$ cat config.mk
export PLATFORM = sky130hd
export DESIGN_NAME = if_prefetch
export DESIGN_NICKNAME = d
export VERILOG_FILES = /design/src/rtl/riscv_pkg.sv /design/src/rtl/if_prefetch_fifo.sv /design/src/rtl/if_prefetch.sv
export SDC_FILE = /design/constraint.sdc
export NUM_CORES = 1
export LEC_CHECK = 0
export CORE_ASPECT_RATIO = 1.75
export CORE_MARGIN = 2
export CORE_UTILIZATION = 48
export CTS_CLUSTER_DIAMETER = 150
export DETAILED_ROUTE_END_ITERATION = 10
export GPL_TIMING_DRIVEN = 1
export PLACE_DENSITY = 0.71
export SLEW_MARGIN = 20
export SYNTH_ARGS = -nofsm -noshare
export SYNTH_HDL_FRONTEND = slang
export SYNTH_SLANG_ARGS = --single-unit
export TNS_END_PERCENT = 30
$ cat constraint.sdc
create_clock -name clk -period 4.8 [get_ports clk]
set_input_delay 0.48 -clock clk [delete_from_list [all_inputs] [get_ports clk]]
set_output_delay 0.48 -clock clk [all_outputs]
set_load 0.01 [all_outputs]
$ cat src/rtl/riscv_pkg.sv
// riscv_pkg: shared fetch widths, NOP encoding and the prefetch queue entry layout.
package riscv_pkg;
    localparam int PC_WIDTH = 32;
    localparam int XLEN = 32;
    localparam logic [31:0] NOP_INST = 32'h0000_0013;
    typedef struct packed {
        logic [XLEN-1:0]     inst;
        logic [PC_WIDTH-1:0] pc;
    } fetch_entry_t;
endpackage

$ cat src/rtl/if_prefetch_fifo.sv
// if_prefetch_fifo: DEPTH-entry synchronous FIFO with flush; flush overrides push and pop.
module if_prefetch_fifo #(
    parameter int DEPTH = 4,
    parameter int WIDTH = 64
) (
    input  logic                         clk,
    input  logic                         rst,
    input  logic                         flush,
    input  logic                         push,
    input  logic                         pop,
    input  logic [WIDTH-1:0]             wdata,
    output logic [WIDTH-1:0]             rdata,
    output logic [$clog2(DEPTH+1)-1:0]   count
);
    localparam int AW = $clog2(DEPTH);
    localparam int CW = $clog2(DEPTH+1);
    logic [WIDTH-1:0] mem [DEPTH];
    logic [AW-1:0] wr_ptr, rd_ptr;
    assign rdata = mem[rd_ptr];
    always_ff @(posedge clk)
        if (push && !flush) mem[wr_ptr] <= wdata;
    // Pointers wrap naturally because DEPTH is a power of two.
    always_ff @(posedge clk or negedge rst) begin
        if (!rst) begin
            wr_ptr <= '0;
            rd_ptr <= '0;
            count  <= '0;
        end else if (flush) begin
            wr_ptr <= '0;
            rd_ptr <= '0;
            count  <= '0;
        end else begin
            if (push) wr_ptr <= wr_ptr + 1'b1;
            if (pop) rd_ptr <= rd_ptr + 1'b1;
            count <= count + CW'(push) - CW'(pop);
        end
    end
endmodule

$ cat src/rtl/if_prefetch.sv
// if_prefetch: prefetching instruction-fetch front end with redirect flush.
// Define IF_PREFETCH_BYPASS_EN to forward a response straight to inst_* when the queue is empty.
module if_prefetch #(
    parameter int                  PC_WIDTH = riscv_pkg::PC_WIDTH,
    parameter int                  XLEN     = riscv_pkg::XLEN,
    parameter int                  DEPTH    = 4,
    parameter logic [PC_WIDTH-1:0] RESET_PC = '0
) (
    input  logic                       clk,
    input  logic                       rst,
    input  logic                       redirect_valid,
    input  logic [PC_WIDTH-1:0]        redirect_pc,
    output logic                       imem_req,
    output logic [PC_WIDTH-1:0]        imem_addr,
    input  logic                       imem_gnt,
    input  logic                       imem_rvalid,
    input  logic [XLEN-1:0]            imem_rdata,
    output logic                       inst_valid,
    input  logic                       inst_ready,
    output logic [XLEN-1:0]            inst,
    output logic [PC_WIDTH-1:0]        inst_pc,
    output logic [PC_WIDTH-1:0]        inst_pcplus4,
    output logic [$clog2(DEPTH+1)-1:0] queue_count
);
    localparam int CW = $clog2(DEPTH+1);
    typedef struct packed {
        logic [XLEN-1:0]     inst;
        logic [PC_WIDTH-1:0] pc;
    } entry_t;
    entry_t wr_e, rd_e;
    logic run, grant, rsp, keep, bypass, head_valid, push, pop;
    logic [PC_WIDTH-1:0] fetch_pc, rsp_pc, target;
    logic [CW-1:0] outstanding, discard;
    logic [CW:0] inflight;
    assign target     = redirect_pc & ~PC_WIDTH'(3);
    assign inflight   = {1'b0, queue_count} + {1'b0, outstanding};
    assign imem_req   = run && !redirect_valid && (inflight < (CW+1)'(DEPTH));
    assign imem_addr  = fetch_pc;
    assign grant      = imem_req && imem_gnt;
    assign rsp        = imem_rvalid && (outstanding != '0);
    assign keep       = rsp && (discard == '0) && !redirect_valid;
    assign head_valid = queue_count != '0;
`ifdef IF_PREFETCH_BYPASS_EN
    assign bypass = keep && !head_valid;
`else
    assign bypass = 1'b0;
`endif
    assign inst_valid   = (head_valid || bypass) && !redirect_valid;
    assign pop          = head_valid && inst_valid && inst_ready;
    assign push         = keep && !(bypass && inst_ready);
    assign wr_e         = '{inst: imem_rdata, pc: rsp_pc};
    assign inst         = !inst_valid ? '0 : bypass ? imem_rdata : rd_e.inst;
    assign inst_pc      = !inst_valid ? '0 : bypass ? rsp_pc : rd_e.pc;
    assign inst_pcplus4 = inst_valid ? inst_pc + PC_WIDTH'(4) : '0;
    if_prefetch_fifo #(.DEPTH(DEPTH), .WIDTH($bits(entry_t))) u_fifo (
        .clk   (clk),
        .rst   (rst),
        .flush (redirect_valid),
        .push  (push),
        .pop   (pop),
        .wdata (wr_e),
        .rdata (rd_e),
        .count (queue_count)
    );
    // run holds imem_req low until the first edge after reset release.
    always_ff @(posedge clk or negedge rst) begin
        if (!rst) begin
            run         <= 1'b0;
            fetch_pc    <= RESET_PC;
            rsp_pc      <= RESET_PC;
            outstanding <= '0;
            discard     <= '0;
        end else begin
            run <= 1'b1;
            if (redirect_valid) begin
                fetch_pc    <= target;
                rsp_pc      <= target;
                // discard is a subset of outstanding, so every remaining response becomes stale.
                discard     <= outstanding - CW'(rsp);
                outstanding <= outstanding - CW'(rsp);
            end else begin
                if (grant) fetch_pc <= fetch_pc + PC_WIDTH'(4);
                if (keep) rsp_pc <= rsp_pc + PC_WIDTH'(4);
                outstanding <= outstanding + CW'(grant) - CW'(rsp);
                if (rsp && discard != '0) discard <= discard - CW'(1);
            end
        end
    end
endmodule
==> impl_metrics.yaml, run 1 <==
sta:
  rsz0062_at_grt: "no"
  slew_headroom_pct: 33.3
  whs_ps: 50.7
  setup-tns-final_ps: 0
  hold_violations: 0
  fin_crit_sh_pct: 95.7
  period_minus_slack_ps: 4590
  fin_skew_ps: 7.54
  setup_viol: 0
  worst_pin_slew_ps: 996
  setup_ws_ps: 205
  drv_slew: 0
  max_freq_mhz: 218
clocking:
  cts.sinks: 322
  cts_max_path_buffers: 3
  cts_inserted_buffers: 28
  path_clk_slew_ps: 80
  cts-root-buf: "clkbuf_16"
  insertion_delay_ps: 550
  hold_buffers: 0
  tritoncts: "built"
  cts_max_level: 1
finish:
  multi_input_area_um2: 4820
  utilization_pct: 59.6
  fill_cells: 2361
  mostFrequentLayoutCells: "edfxtp_1, clkdlybuf4s50_1, nand2_1"
  seq_area_um2: 9300
  final_common_cell: "edfxtp_1"
  drive_above_1_share_pct: 12.4
  syn_to_final_growth_pct: 22.9
  fin_nets: 1273
  diodes: 0
die:
  fp.coreArea_um2: 30000
  die_y_um: 234
  dieArea_um2: 31700
  start_util_pct: 48.5
  placement_rows: 84
  die_w_um: 136
  ios: 203
synthesis:
  synth_cell_types: 56
  synth_edf_count: 248
  synth.cell_area_um2: 14500
  synth_area_per_cell_um2: 14.7
  yosys_register_bits: 322
  yosys_warnings: 0
  yosysSeqAreaShare_pct: 64.0
  dominantRegCellSynth: "edfxtp_1"
  syn_inst: 985
  async_flop_share_pct: 23.0
pwr:
  powerDensity_nw_per_um2: 436
  peakVddDrop_mv: 0.258
  power.total_mw: 7.78
  power_leakage_nw: 6.38
routing:
  avgRoutedWirePerCell_um: 20.6
  viasPerCell: 5.72
  drc: 0
  detail-route-antenna-nets: 0
  num_vias: 9117
  drt-pass1-iter-count: 5
  drtIter0Drc: 551
  drt_wl_total_um: 32800
placement:
  portBuffers: 194
  place_congestion: 0.873
  dp_slack_ps: 451
  dp.final_hpwl_um: 22100
job:
  cap_violations: 0
setup_path:
  cp_cell_sequence: "mux4_1, and3_1, ha_2, or2b_2, o22ai_1, nor4b_4, buf_4, nand3_4, or3_1, a21oi_1, clkdlybuf4s50_1"
  cp_slowest_cell: "clkdlybuf4s50_1"
  path_class: "flop to output pin"
  crit_family: "simple AND/OR/NAND/NOR gates"
  worstPathRequired_ps: 4320
  critPathMaxFanout: 6
  path_buf_inv: 2
  crit_path_max_incr_delay_ps: 600
  endpoint_kind: "output pin"
  crit_arrival_ps: 4110
  critPathLaunchType: "flop"
min_path:
  hold_path.class: "input pin to asynchronous set/reset pin"
global_routing:
  grt_first_pass_wirelength_um: 50800
  grt_max_degree: 66
  grt_overflow: 0
  antenna_found_initial: 0
  track_usage_pct: 20.8
  grt_pass1_vias: 9365
run_status:
  status: "finished clean"
layout make-up:
| class | count | area share [%] |
|---|---|---|
| Multi-Input combinational cell | 581 | 27.0 |
| Tap cell | 387 | 2.71 |
| Sequential cell | 322 | 52.1 |
| Inverter | 31 | 0.652 |
| Clock inverter | 19 | 1.22 |
| Timing Repair Buffer | 220 | 12.1 |
| Clock buffer | 33 | 4.15 |
worst register-to-register path: cells and delay by family (launching register included):
family / cells / cell delay [ps]
XOR/XNOR: 1 / 170
buffers and inverters: 3 / 370
AND/OR/NAND/NOR: 3 / 950
flip-flops: 1 / 420
adder cells (fa/ha/maj): 3 / 820
routing by layer:
layer  up-vias  share of wire, %  GRT usage, %
li1       4169                 -             -
met1      4550                38          25.2
met3        45               5.9          2.51
met5         -                 0             0
met2       353                53          38.4
met4         0               2.4          6.87
cell families (layout without fill, tap and decap cells):
logic type / count (synthesis) / after routing / synth area share [%]
flip-flops: 322 / 322 / 64.0
AND/OR/NAND/NOR: 307 / 307 / 11.6
AO/OA/AOI/OAI: 108 / 108 / 4.45
buffers and inverters: 87 / 303 / 2.95
multiplexers: 77 / 77 / 11.4
XOR/XNOR: 63 / 63 / 3.80
adder cells (fa/ha/maj): 19 / 19 / 1.74
other: 2 / 7 / 0.0517
path summary, 6_finish.rpt:
kind | from | end | slack (ps) | cells past startpoint
max in group asynchronous | rst | imem_addr[27] | 3700 | 2
min in group clk | redirect_pc[14] | imem_addr[14] | 490 | 3
min | rst | imem_addr[9] | 50 | 1
min reg2reg | imem_addr[23] | imem_addr[23] | 530 | 1
max | u_fifo.rd_ptr[0] | inst_pcplus4[22] | 210 | 11
max reg2reg | u_fifo.count[0] | u_fifo.count[2] | 1930 | 10
synth_stat cells, types with 6 or more instances:
master | number | area (µm²)
a21oi_1 | 17 | 85.1
and3_1 | 74 | 463
and3_2 | 6 | 45.0
and4_1 | 7 | 61.3
buf_2 | 6 | 30.0
buf_4 | 6 | 45.0
clkbuf_1 | 31 | 116
dfrtp_1 | 74 | 1850
edfxtp_1 | 248 | 7450
ha_1 | 17 | 213
inv_1 | 31 | 116
mux2_2 | 13 | 146
mux4_1 | 25 | 657
mux4_2 | 37 | 833
nand2_1 | 77 | 289
nand3_1 | 36 | 180
nand4_1 | 26 | 163
nor2_1 | 38 | 143
nor3_1 | 11 | 55.1
o21ai_0 | 55 | 275
o311ai_0 | 9 | 78.8
or3_1 | 6 | 37.5
xnor2_1 | 39 | 342
xor2_1 | 24 | 210
power breakdown:
group / leakage [nW] / switching (mW) / internal, mW
registers: 3.13 / 0.175 / 3.20
logic: 2.79 / 1.05 / 1.04
clock network: 0.455 / 1.02 / 1.29
total: 6.38 / 2.25 / 5.53
registers in the layout (all words and copies together), names as in the netlist:
register and flops:
u_fifo.wr_ptr 2, u_fifo.mem 248, discard 3, rsp_pc 30
u_fifo.rd_ptr 2, run 1, outstanding 3, u_fifo.count 3
imem_addr 30
through the flow:
| step | instance area, µm² | std cells |
|---|---|---|
| after floorplan | 14500 | 990 |
| after global placement | 16900 | 1537 |
| after detailed placement | 16900 | 1537 |
| after CTS | 17800 | 1591 |
| after global routing | 17900 | 1593 |
| final | 17900 | 1593 |
repair_timing:
item                                    4_1_cts  5_1_grt
endpoints found under the setup margin        2        3
gates resized for setup                       0        2
pin swaps                                     0        0
setup buffers                                 2        2
No activity file was read; power rests on OpenSTA's default activity.
==> run 2, diff against run 1 <==
--- a/config.mk
+++ b/config.mk
@@ -12,6 +12,7 @@
 export DETAILED_ROUTE_END_ITERATION = 10
 export GPL_TIMING_DRIVEN = 1
 export PLACE_DENSITY = 0.71
+export RECOVER_POWER = 25
 export SLEW_MARGIN = 20
 export SYNTH_ARGS = -nofsm -noshare
 export SYNTH_HDL_FRONTEND = slang
==> run 2 against run 1 <==
Against the previous run:
- non-clock buffer count is the same
- worst hold slack better by 0.55 ps
- first-iteration DRC count is 3.4% lower
- clock skew rose by 0.94 ps
- via count is 0.12% higher
- largest power group unchanged
==> impl_metrics.yaml, run 2 (synthesis gave the netlist of run 1 again) <==
run_status:
  status: "finished clean"
sta:
  setup_viol: 0
  setup-tns-final_ps: 0
  slew_headroom_pct: 33.4
  rsz0062_at_grt: "no"
  hold_violations: 0
  max_freq_mhz: 218
  worst_pin_slew_ps: 996
  setup_ws_ps: 217
  whs_ps: 51.3
  fin_crit_sh_pct: 95.5
  fin_skew_ps: 8.48
  drv_slew: 0
  period_minus_slack_ps: 4580
placement:
  place_area_um2: 16900
  dp_slack_ps: 451
  portBuffers: 194
  place_congestion: 0.873
  dp.final_hpwl_um: 22100
pwr:
  peakVddDrop_mv: 0.258
  powerDensity_nw_per_um2: 435
  power_leakage_nw: 6.39
finish:
  fill_cells: 2361
  drive_above_1_share_pct: 12.4
  final_common_cell: "edfxtp_1"
  mostFrequentLayoutCells: "edfxtp_1, clkdlybuf4s50_1, nand2_1"
  diodes: 0
  seq_area_um2: 9300
  largest_reg_flops: 248
  syn_to_final_growth_pct: 22.9
  top_register: "u_fifo.mem"
  finalInstanceArea_um2: 17900
  fin_nets: 1273
  multi_input_area_um2: 4820
  utilization_pct: 59.6
die:
  fp.coreArea_um2: 30000
  die_w_um: 136
  dieArea_um2: 31700
  die_y_um: 234
  start_util_pct: 48.5
  ios: 203
  placement_rows: 84
setup_path:
  critPathMaxFanout: 6
  worst-r2r-cell-count: 10
  path_class: "flop to output pin"
  worstPathRequired_ps: 4320
  critPathLaunchType: "flop"
  endpoint_kind: "output pin"
  crit_arrival_ps: 4100
routing:
  viasPerCell: 5.73
  avgRoutedWirePerCell_um: 20.6
  drtIter0Drc: 532
  num_vias: 9128
  drt_wl_total_um: 32900
  drt-pass1-iter-count: 5
  detail-route-antenna-nets: 0
  drc: 0
clocking:
  tritoncts: "built"
  cts-root-buf: "clkbuf_16"
  hold_buffers: 0
  insertion_delay_ps: 550
  cts_inserted_buffers: 28
  cts_max_level: 1
  path_clk_slew_ps: 80
  cts.sinks: 322
  cts_max_path_buffers: 3
global_routing:
  grt_pass1_vias: 9365
  grt_first_pass_wirelength_um: 50800
  grt_max_degree: 66
  track_usage_pct: 20.8
  grt_overflow: 0
  antenna_found_initial: 0
job:
  cap_violations: 0
min_path:
  hold_path.class: "input pin to asynchronous set/reset pin"
-- run 2: cell types whose count changed in the layout (fill, tap and decap cells not counted) --
cell	delta
clkdlybuf4s50_1	-32
dlygate4sd3_1	+32
-- run 2: through the flow --
stage	cells	power (mW)
final	1593	7.78
after global routing	1593	8.13
after CTS	1591	7.85
after detailed placement	1537	5.52
after global placement	1537	5.48
after floorplan	990	4.65
-- run 2: repair_timing --
action | CTS | global route
buffers inserted | 2 | 2
setup endpoints to repair | 2 | 3
resized for setup | 0 | 2
-- run 2: worst paths after layout --
check                                      start               end  slack, ps
worst max-delay path            u_fifo.rd_ptr[0]  inst_pcplus4[28]        220
max in group asynchronous                    rst     imem_addr[27]       3700
worst max register to register   u_fifo.count[0]   u_fifo.count[2]       1920
worst min register to register     imem_addr[23]     imem_addr[23]        530
min in group clk                 redirect_pc[14]     imem_addr[14]        490
worst min-delay path                         rst      imem_addr[9]         50
-- run 2: layout make-up --
cell class,count,share of cell area (%)
Sequential cell,322,52.1
Multi-Input combinational cell,581,27.0
Timing Repair Buffer,220,12.1
Clock buffer,33,4.15
Tap cell,387,2.71
Clock inverter,19,1.22
Inverter,31,0.652
-- run 2: power breakdown --
group | total [mW] | internal (mW) | switching (mW)
clock | 2.32 | 1.29 | 1.02
sequential | 3.37 | 3.20 | 0.175
combinational | 2.09 | 1.04 | 1.05
total | 7.78 | 5.53 | 2.25
-- run 2: metal layers --
layer  vias up  wire, µm  GRT usage (%)
li1       4171         -              -
met1      4568     12700           25.2
met2       343     17500           38.4
met3        46      1780           2.51
met4         0       811           6.87
met5         -         0              0
-- run 2: critical path: stages (launching register included) --
cell             delay, ps
dfrtp_4                500
mux4_1                 390
and3_1                 210
ha_2                   230
or2b_2                 300
o22ai_1                180
nor4b_4                220
buf_4                  180
nand3_4                110
or4_1                  480
a21oi_1                190
clkdlybuf4s50_1        560
==> run 3, diff against run 2 <==
--- a/config.mk
+++ b/config.mk
@@ -17,4 +17,3 @@
 export SYNTH_ARGS = -nofsm -noshare
 export SYNTH_HDL_FRONTEND = slang
 export SYNTH_SLANG_ARGS = --single-unit
-export TNS_END_PERCENT = 30
==> results of run 3 <==
Same layout as run 2: the final DEF is identical, and so are final timing and power.
